$ cat config.mk
export PLATFORM = sky130hd
export DESIGN_NAME = sink_fsm
export DESIGN_NICKNAME = d
export VERILOG_FILES = /design/src/rtl/sink_fsm.sv
export SDC_FILE = /design/constraint.sdc
export NUM_CORES = 1
export LEC_CHECK = 0
export ABC_AREA = 0
export CAP_MARGIN = 20
export CORE_MARGIN = 5
export CORE_UTILIZATION = 35
export CTS_CLUSTER_DIAMETER = 40
export DETAILED_ROUTE_END_ITERATION = 6
export GPL_ROUTABILITY_DRIVEN = 0
export HOLD_SLACK_MARGIN = 0.15
export REMOVE_ABC_BUFFERS = 1
export SYNTH_ARGS = -nofsm -noshare
export SYNTH_HDL_FRONTEND = slang
export SYNTH_SLANG_ARGS = --single-unit
$ cat constraint.sdc
create_clock -name clk -period 3.78 [get_ports clk]
set_clock_uncertainty 0.1 [all_clocks]
set_input_delay 0.945 -clock clk [delete_from_list [all_inputs] [get_ports clk]]
set_output_delay 0.945 -clock clk [all_outputs]
set_load 0.02 [all_outputs]
$ cat src/rtl/sink_fsm.sv
// Receiving end of a four-phase req/ack handshake: synchronizes req, captures the held word,
// strobes it to the consumer and counts transfers. Optional watchdog: define SINK_FSM_TIMEOUT_EN.
module sink_fsm #(
    parameter int DATA_WIDTH     = 8,
    parameter int SYNC_STAGES    = 2,
    parameter int COUNT_WIDTH    = 16,
    parameter int TIMEOUT_CYCLES = 255
) (
    input  logic                   clk,
    input  logic                   reset,
    input  logic                   req,
    input  logic [DATA_WIDTH-1:0]  data_in,
    input  logic                   ready,
    output logic                   ack,
    output logic [DATA_WIDTH-1:0]  data_out,
    output logic                   data_valid,
    output logic [COUNT_WIDTH-1:0] xfer_count,
    output logic                   timeout
);

    localparam logic [1:0] IDLE     = 2'd0;
    localparam logic [1:0] ACK_HIGH = 2'd1;
`ifdef SINK_FSM_TIMEOUT_EN
    localparam logic [1:0] ERR      = 2'd2;
    localparam int TW = ($clog2(TIMEOUT_CYCLES + 1) < 8) ? 8 : $clog2(TIMEOUT_CYCLES + 1);
`endif

    logic [SYNC_STAGES-1:0] sync_q;
    logic                   req_s;
    logic [1:0]             state_q, state_d;
    logic                   ack_q, ack_d;
    logic [DATA_WIDTH-1:0]  data_q, data_d;
    logic                   valid_q, valid_d;
    logic [COUNT_WIDTH-1:0] count_q, count_d;
`ifdef SINK_FSM_TIMEOUT_EN
    logic [TW-1:0]          tcnt_q, tcnt_d;
    logic                   timeout_q, timeout_d;
`endif

    // Only req crosses domains; data_in is held stable by the source while req is high.
    always_ff @(posedge clk or posedge reset) begin
        if (reset) sync_q <= '0;
        else       sync_q <= {sync_q[SYNC_STAGES-2:0], req};
    end
    assign req_s = sync_q[SYNC_STAGES-1];

    always_comb begin
        state_d   = state_q;
        ack_d     = ack_q;
        data_d    = data_q;
        valid_d   = 1'b0;
        count_d   = count_q;
`ifdef SINK_FSM_TIMEOUT_EN
        tcnt_d    = tcnt_q;
        timeout_d = timeout_q;
`endif
        case (state_q)
            IDLE: begin
                ack_d = 1'b0;
                if (req_s && ready) begin
                    data_d  = data_in;
                    valid_d = 1'b1;
                    count_d = count_q + 1'b1;
                    ack_d   = 1'b1;
                    state_d = ACK_HIGH;
`ifdef SINK_FSM_TIMEOUT_EN
                    tcnt_d  = '0;
`endif
                end
            end
            ACK_HIGH: begin
                if (!req_s) begin
                    ack_d   = 1'b0;
                    state_d = IDLE;
                end
`ifdef SINK_FSM_TIMEOUT_EN
                else if (tcnt_q == TW'(TIMEOUT_CYCLES - 1)) begin
                    timeout_d = 1'b1;
                    ack_d     = 1'b0;
                    state_d   = ERR;
                end else begin
                    tcnt_d = tcnt_q + 1'b1;
                end
            end
            ERR: begin
                // Drain the stuck request without capturing it again.
                ack_d = 1'b0;
                if (!req_s) state_d = IDLE;
`endif
            end
            default: begin
                ack_d   = 1'b0;
                state_d = IDLE;
            end
        endcase
    end

    always_ff @(posedge clk or posedge reset) begin
        if (reset) begin
            state_q   <= IDLE;
            ack_q     <= 1'b0;
            data_q    <= '0;
            valid_q   <= 1'b0;
            count_q   <= '0;
`ifdef SINK_FSM_TIMEOUT_EN
            tcnt_q    <= '0;
            timeout_q <= 1'b0;
`endif
        end else begin
            state_q   <= state_d;
            ack_q     <= ack_d;
            data_q    <= data_d;
            valid_q   <= valid_d;
            count_q   <= count_d;
`ifdef SINK_FSM_TIMEOUT_EN
            tcnt_q    <= tcnt_d;
            timeout_q <= timeout_d;
`endif
        end
    end

    assign ack        = ack_q;
    assign data_out   = data_q;
    assign data_valid = valid_q;
    assign xfer_count = count_q;
`ifdef SINK_FSM_TIMEOUT_EN
    assign timeout    = timeout_q;
`else
    assign timeout    = 1'b0;
`endif

endmodule
After elaboration in Yosys (flattened, before gate mapping)
Cells that the tools add are included.
{"block": "op_classes", "n_addsub": 1, "n_eq_ne": 3, "muxes": 7, "reduce_logical": 4}
{"op": "$add A16 B1 Y16 const B", "n": 1}
{"op": "$mux W2", "n": 2}
{"op": "$ne A2 B2 Y1 const B", "n": 2}
{"op": "$pmux W2 S2", "n": 1}
{"op": "$reduce_and A2 Y1", "n": 2}
{"op": "$mux W1", "n": 3}
{"op": "$eq A2 B1 Y1 const B", "n": 1}
{"op": "$logic_not A2 Y1", "n": 1}
{"op": "$pmux W1 S2", "n": 1}
{"op": "$logic_and A1 B1 Y1", "n": 1}
{"block": "word_totals", "reg_bits": 30, "out_inout_bits": 27}

Logic depth before layout (Yosys ltp)
Gate-level depths: netlist of the first run.
{"block": "logic_depth", "ltp_word": 3, "ltp_mapped": 5}

Least setup slack after synthesis of the first run
OpenSTA, ideal clock, no wires.
{"block": "synth_path", "kind": "input to register", "startpoint": "in ready", "endpoint": "reg count_q[15], in the netlist xfer_count[15]", "setup_time_ns": 0.128, "arrival_ns": 1.652, "slack_ns": 1.899, "path_stages": 4, "n_path_buf": 0, "cell_sequence": "nand3b_4 -> nor4_4 -> nand4_1 -> xnor2_1"}
{"block": "synth_between", "elab_chain_cells": 2}
{"element": "from (decl)", "line": "13", "text": "input logic ready,"}
{"element": "$logic_and A1 B1 Y1", "line": "60", "text": "if (req_s && ready) begin"}
{"element": "$reduce_and A2 Y1 (no line)"}
{"element": "to (signal assigned)", "line": "114", "text": "count_q <= count_d;"}
{"element": "to (decl)", "line": "34", "text": "logic [COUNT_WIDTH-1:0] count_q, count_d;"}
No other way between the ends.
A chain may end at the register's enable or synchronous reset.

Worst setup path in the final report of the first run
{"block": "layout_path", "startpoint": "reg count_q[4], in the netlist xfer_count[4]", "endpoint": "out xfer_count[4]"}
{"element": "to (decl)", "line": "17", "text": "output logic [COUNT_WIDTH-1:0] xfer_count,"}
No word-level cell between the ends.

==> metrics.txt, run 1 <==
crit path max-delay cell type clkdlybuf4s50_1; Power Internal 535 uW; startpoint types register; Setup Buffers After CTS 0; status finished, final reports clean; f_max 0.407 GHz; Hold WC Path Type register to register; Detail Route Antenna Nets 0; placed cell areas 0.00160 mm^2; RSZ-0062 raised after global routing false; Max VDD drop 0.228 mV; switch share 32.0%; number of buffers and inverters on the critical path 1; # hold bufs at CTS 0; Post-synth EDFFs 0; GRT Resource Usage Total 11.4%; Die H 68.1 um; register area share after synthesis 61.4%; Sum Neg Setup Slack 0 ps; drt pass-1 iters 4; Clock Latency Late Sink 320 ps; Final WS setup 1320 ps; via/cell ratio 4.45; Flop pwr share 50.9%; WHS Endpoint sync_q[1]; Hold Path Stages 0; Inserted Clock Buffers 5; Area Overhead vs Synth 39.5%; drt first-iter violations 44; Post-Syn Instances 104; CP max stage delay 650 ps; CTS max path bufs 2; Power Dens Cells 477 mW/mm^2; post-synth top area share 61.4%; Filler Cell Count 338; Clock power frac 22.0%; first-pass GRT wire length 3820 um; clock-pin slew on the worst setup and hold paths 80 ps; Psw 252 uW; # H-tree levels 2; Synth Cell Area 0.00118 mm^2; Pleak 0.000746 uW; Req. time, crit path 2730 ps; DRC 0; # resized after CTS 0; reg2reg end xfer_count[12]; core area 0.00331 mm^2; GR met1 Demand/Resource 14.3%; antenna violations before repair 0; Max-cap violations 0; Ports 39; final setup vio count 0; count leader, synth nand2_1; M3 GR Usage 5.09%; R2R depth 4; crit path cell chain clkdlybuf4s50_1; Yosys Warn Count 0; Top FF cell, synth dfrtp_1; dpl cells 185; post-route cell area 0.00165 mm^2; CTS tree built; wire per inst 12.0 um; final hold violation count 0; largest net degree at the start of global routing 30; R2R Setup Slk 2170 ps; Distinct cells, synth 20; HPWL Detailed 1660 um; Port Buffers 37; Crit Reg-Reg Startpoint state_q[0]; Final Cycle Share 65.0%; Final Non-Filler Cells 193; CP Capture Type primary output; hold_sp sync_q[0]; DRT Wirelength 2310 um; GR peak layer met2; Commonest cells post-synth 32 x nand2_1, 29 x dfrtp_1, 12 x xnor2_1; Vias 859; Sink Count 29; Synth Area per Inst 11.4 um^2; ranking of synthesized cells by area dfrtp_1 61%, nand2_1 10%, xnor2_1 8.9%, nand4_1 2.6%, xor2_1 2.2%; CP top delay family buffers and inverters; asr flop ratio synth 100%; Die W 68.1 um; die area 0.00464 mm^2; Final Max Slew Viols 0; crit-path max FO 6; WHS 254 ps; number of diodes 0; met2 GRT Util 16.0%; #FFs+latches synth 29; Comb power frac 27.1%; layout cells sized above 1 6.80%; critical setup path kind register to primary output; worst slack at placement 1120 ps; Final min period 2460 ps; row cnt 21; largest area contributor in the netlist dfrtp_1; remaining global-route overflow 0; Starting Density 35.7%; Root Driver clkbuf_4; Final #Nets 159; critical path arrival 1410 ps; number of global-route vias before repair 864
per-stage QoR:
| stage | total power (uW) | utilization, % |
|---|---|---|
| 2_1_floorplan | 505 | - |
| 3_3_place_gp | 620 | 48.3 |
| 3_5_place_dp | 622 | 48.3 |
| 4_1_cts | 802 | 49.8 |
| 5_1_grt | 839 | 49.8 |
| 6_report | 787 | 49.8 |
layout make-up:
type,instances,area [um^2],share of cell area (%)
timing repair buffer,38,378,22.9
inverter,3,11.3,0.683
sequential,29,726,44.0
multi-input combinational,69,427,25.9
tap,46,57.6,3.49
clock buffer,8,48.8,2.96
logic make-up after synthesis:
family | count (synthesis) | share of synthesized area [%]
simple gates | 50 | 22.1
flops | 29 | 61.4
xor+xnor | 15 | 11.1
buf+inv | 6 | 2.44
fa+ha+maj | 1 | 1.06
other cells | 1 | 0.317
compound gates | 1 | 0.636
mux | 1 | 0.847
power groups by stage:
stage	Sequential (uW)	Combinational (uW)	Clock [uW]
CTS	402	218	182
global route	409	233	198
global placement	405	215	0
finish	400	214	173
floorplan	449	56.4	0
detailed placement	407	216	0
metal layers:
metal,share of wire [%],wire (um),up-vias
met5,0,0,-
met3,8.7,201,5
met1,45,1040,404
met4,1.7,40,0
met2,44,1020,29
li1,-,-,421
state kept, by name, indices dropped and copies added, names as in the netlist:
signal	cells
ack	1
data_out	8
data_valid	1
state_q	1
sync_q	2
xfer_count	16
placed cells by master (no fill, tap or decap):
| cell type | n |
|---|---|
| clkdlybuf4s50_1 | 37 |
| nand2_1 | 32 |
| dfrtp_1 | 29 |
| xnor2_1 | 12 |
| nand4_1 | 5 |
| clkbuf_4 | 5 |
| inv_1 | 3 |
| nand3_1 | 3 |
| nor2_1 | 3 |
| xor2_1 | 3 |
| clkbuf_1 | 3 |
| and4_1 | 2 |
| nand3b_4 | 1 |
| or2_2 | 1 |
| nor4_4 | 1 |
| mux2i_1 | 1 |
| nor2b_1 | 1 |
| nor4_2 | 1 |
| o21a_1 | 1 |
| ha_1 | 1 |
| conb_1 | 1 |
| buf_4 | 1 |
how the worst max path moves through the flow:
stage	startpoint	slack (ps)	to	cells past startpoint
2_1_floorplan	ready	1830	xfer_count[15]	4
3_3_place_gp	ready	1160	xfer_count[12]	5
3_5_place_dp	ready	1120	xfer_count[15]	5
4_1_cts	xfer_count[4]	1290	xfer_count[4]	1
5_1_grt	xfer_count[0]	1260	xfer_count[0]	1
6_report	xfer_count[4]	1320	xfer_count[4]	1
(Power assumes the default switching activity.)
==> run 2, diff against run 1 <==
--- a/config.mk
+++ b/config.mk
@@ -13,6 +13,7 @@
 export DETAILED_ROUTE_END_ITERATION = 6
 export GPL_ROUTABILITY_DRIVEN = 0
 export HOLD_SLACK_MARGIN = 0.15
+export PLACE_DENSITY = 0.66
 export REMOVE_ABC_BUFFERS = 1
 export SYNTH_ARGS = -nofsm -noshare
 export SYNTH_HDL_FRONTEND = slang
==> constraint.sdc (replaced) <==
create_clock -name clk -period 2.2 [get_ports clk]
set_clock_uncertainty 0.1 [all_clocks]
set_input_delay 0.55 -clock clk [delete_from_list [all_inputs] [get_ports clk]]
set_output_delay 0.55 -clock clk [all_outputs]
set_load 0.02 [all_outputs]
==> run 2 against run 1 <==
Net effect:
- first-iteration DRC count fell by 32%
- setup slack got worse by 1200 ps
- critical path depth did not move
- sequential cell count did not move
- cell area rose by 1.3%
- sequential share of layout area fell by 0.56 points
- sequential power rose by 72%
- highest routed layer unchanged
==> metrics.txt, run 2 (synthesis gave the netlist of run 1 again) <==
status finished, final reports clean (unchanged); final hold violation count 0 (unchanged); number of global-route vias before repair 910 (was 864); CP startpoint xfer_count[0] (was xfer_count[4]); # H-tree levels 2 (unchanged); critical path arrival 1430 ps (was 1410 ps); Detail Route Antenna Nets 0 (unchanged); Final Cycle Share 94.4%; drt first-iter violations 30 (was 44); Setup Buffers After CTS 0 (unchanged); CTS max path bufs 2 (unchanged); remaining global-route overflow 0 (unchanged); # hold bufs at CTS 0 (unchanged); dpl cells 187 (was 185); crit path max-delay cell type clkdlybuf4s50_1 (unchanged); clock-pin slew on the worst setup and hold paths 80 ps (about the same); Hold WC Path Type register to register (unchanged); Clock Latency Late Sink 320 ps (about the same); Final WS setup 124 ps (was 1320 ps); Die W 68.1 um (unchanged); most frequent cells in the layout 37 x clkdlybuf4s50_1, 32 x nand2_1, 29 x dfrtp_1 (unchanged); f_max 0.482 GHz; reg2reg end xfer_count[12] (unchanged); crit path cell chain clkdlybuf4s50_1 (unchanged); RSZ-0062 raised after global routing false (unchanged); CP max stage delay 650 ps (about the same); number of buffers and inverters on the critical path 1 (unchanged); crit-path max FO 5 (was 6); first-pass GRT wire length 4180 um (was 3820 um); Ports 39 (unchanged); Final Non-Filler Cells 194 (was 193); CTS tree built (unchanged); Area Overhead vs Synth 41.3% (was 39.5%); wire per inst 12.4 um (was 12.0 um); critical setup path kind register to primary output (unchanged); Max VDD drop 0.387 mV (was 0.228 mV); Root Driver clkbuf_4 (unchanged); drt pass-1 iters 4 (unchanged); commonest non-fill, non-tap cell in the layout clkdlybuf4s50_1 (unchanged); die area 0.00464 mm^2 (unchanged); worst slack at placement 61.2 ps (was 1120 ps); DRC 0 (unchanged); Sum Neg Setup Slack 0 ps (unchanged); CP endpoint xfer_count[0] (was xfer_count[4]); Inserted Clock Buffers 5 (unchanged); CP Capture Type primary output (unchanged); Port Buffers 37 (unchanged); Final Max Slew Viols 0 (unchanged); Vias 861 (was 859); hold_sp sync_q[0] (unchanged); HPWL Detailed 1780 um (was 1660 um); CP top delay family buffers and inverters (unchanged); Largest register FFs 16 (unchanged); R2R Setup Slk 590 ps (was 2170 ps); Final #Nets 161 (was 159); WHS 254 ps (about the same); # resized after CTS 0 (unchanged); R2R depth 5 (was 4); DRT Wirelength 2410 um (was 2310 um); Sink Count 29 (unchanged); Power Dens Cells 826 mW/mm^2 (was 477 mW/mm^2); startpoint types register (unchanged); antenna violations before repair 0 (unchanged); Pleak 0.000760 uW (was 0.000746 uW); Die H 68.1 um (unchanged); Req. time, crit path 1550 ps (was 2730 ps); layout cells sized above 1 8.78% (was 6.80%); Crit Reg-Reg Startpoint xfer_count[0] (was state_q[0]); core area 0.00331 mm^2 (unchanged); via/cell ratio 4.44 (was 4.45); row cnt 21 (unchanged); Max-cap violations 0 (unchanged); number of diodes 0 (unchanged); largest net degree at the start of global routing 30 (unchanged); final setup vio count 0 (unchanged); Starting Density 35.7% (unchanged); GRT Resource Usage Total 12.5% (was 11.4%); cell count along the critical path 1 (unchanged); Final min period 2080 ps
## run 2: worst min path at each step
stage / endpoint / cells past startpoint
floorplan: sync_q[1] / 0
global placement: sync_q[1] / 0
detailed placement: sync_q[1] / 0
CTS: sync_q[1] / 0
global route: sync_q[1] / 0
finish: sync_q[1] / 0
## run 2: per-layer routing
layer  global-route usage (%)  routed length (um)  part of all wire [%]  up-vias
met5                        0                   0                     0        -
met4                     4.47                  25                   1.0        0
met3                     6.90                 252                    10        4
met2                     20.2                1120                    47       33
met1                     13.9                1010                    42      406
li1                         -                   -                     -      418
## run 2: stage by stage
| step | area (um^2) | util [%] | total power [uW] |
|---|---|---|---|
| after floorplan | 1160 | - | 868 |
| after global placement | 1610 | 48.8 | 1070 |
| after detailed placement | 1610 | 48.8 | 1070 |
| after CTS | 1670 | 50.4 | 1400 |
| after global routing | 1670 | 50.4 | 1470 |
| final | 1670 | 50.4 | 1380 |
## run 2: report_power, final
part / switching, uW / total, uW / internal, uW / leakage, uW
Sequential: 84.1 / 690 / 606 / 0.000373
Combinational: 181 / 369 / 188 / 0.000356
Clock: 169 / 320 / 151 / 0.0000314
Total: 434 / 1380 / 945 / 0.000760
## run 2: final cells by class
| type | instances | area, um^2 |
|---|---|---|
| Fill cell | 324 | 1640 |
| Sequential cell | 29 | 726 |
| Multi-Input combinational cell | 69 | 427 |
| Timing Repair Buffer | 40 | 393 |
| Tap cell | 46 | 57.6 |
| Clock buffer | 7 | 55.1 |
| Inverter | 3 | 11.3 |
## run 2: worst register-to-register path: cells and delay by family (launching register included)
kind / cells / cell delay [ps]
adder cells (fa/ha/maj): 1 / 210
XOR/XNOR: 1 / 140
AND/OR/NAND/NOR: 3 / 600
flip-flops: 1 / 460
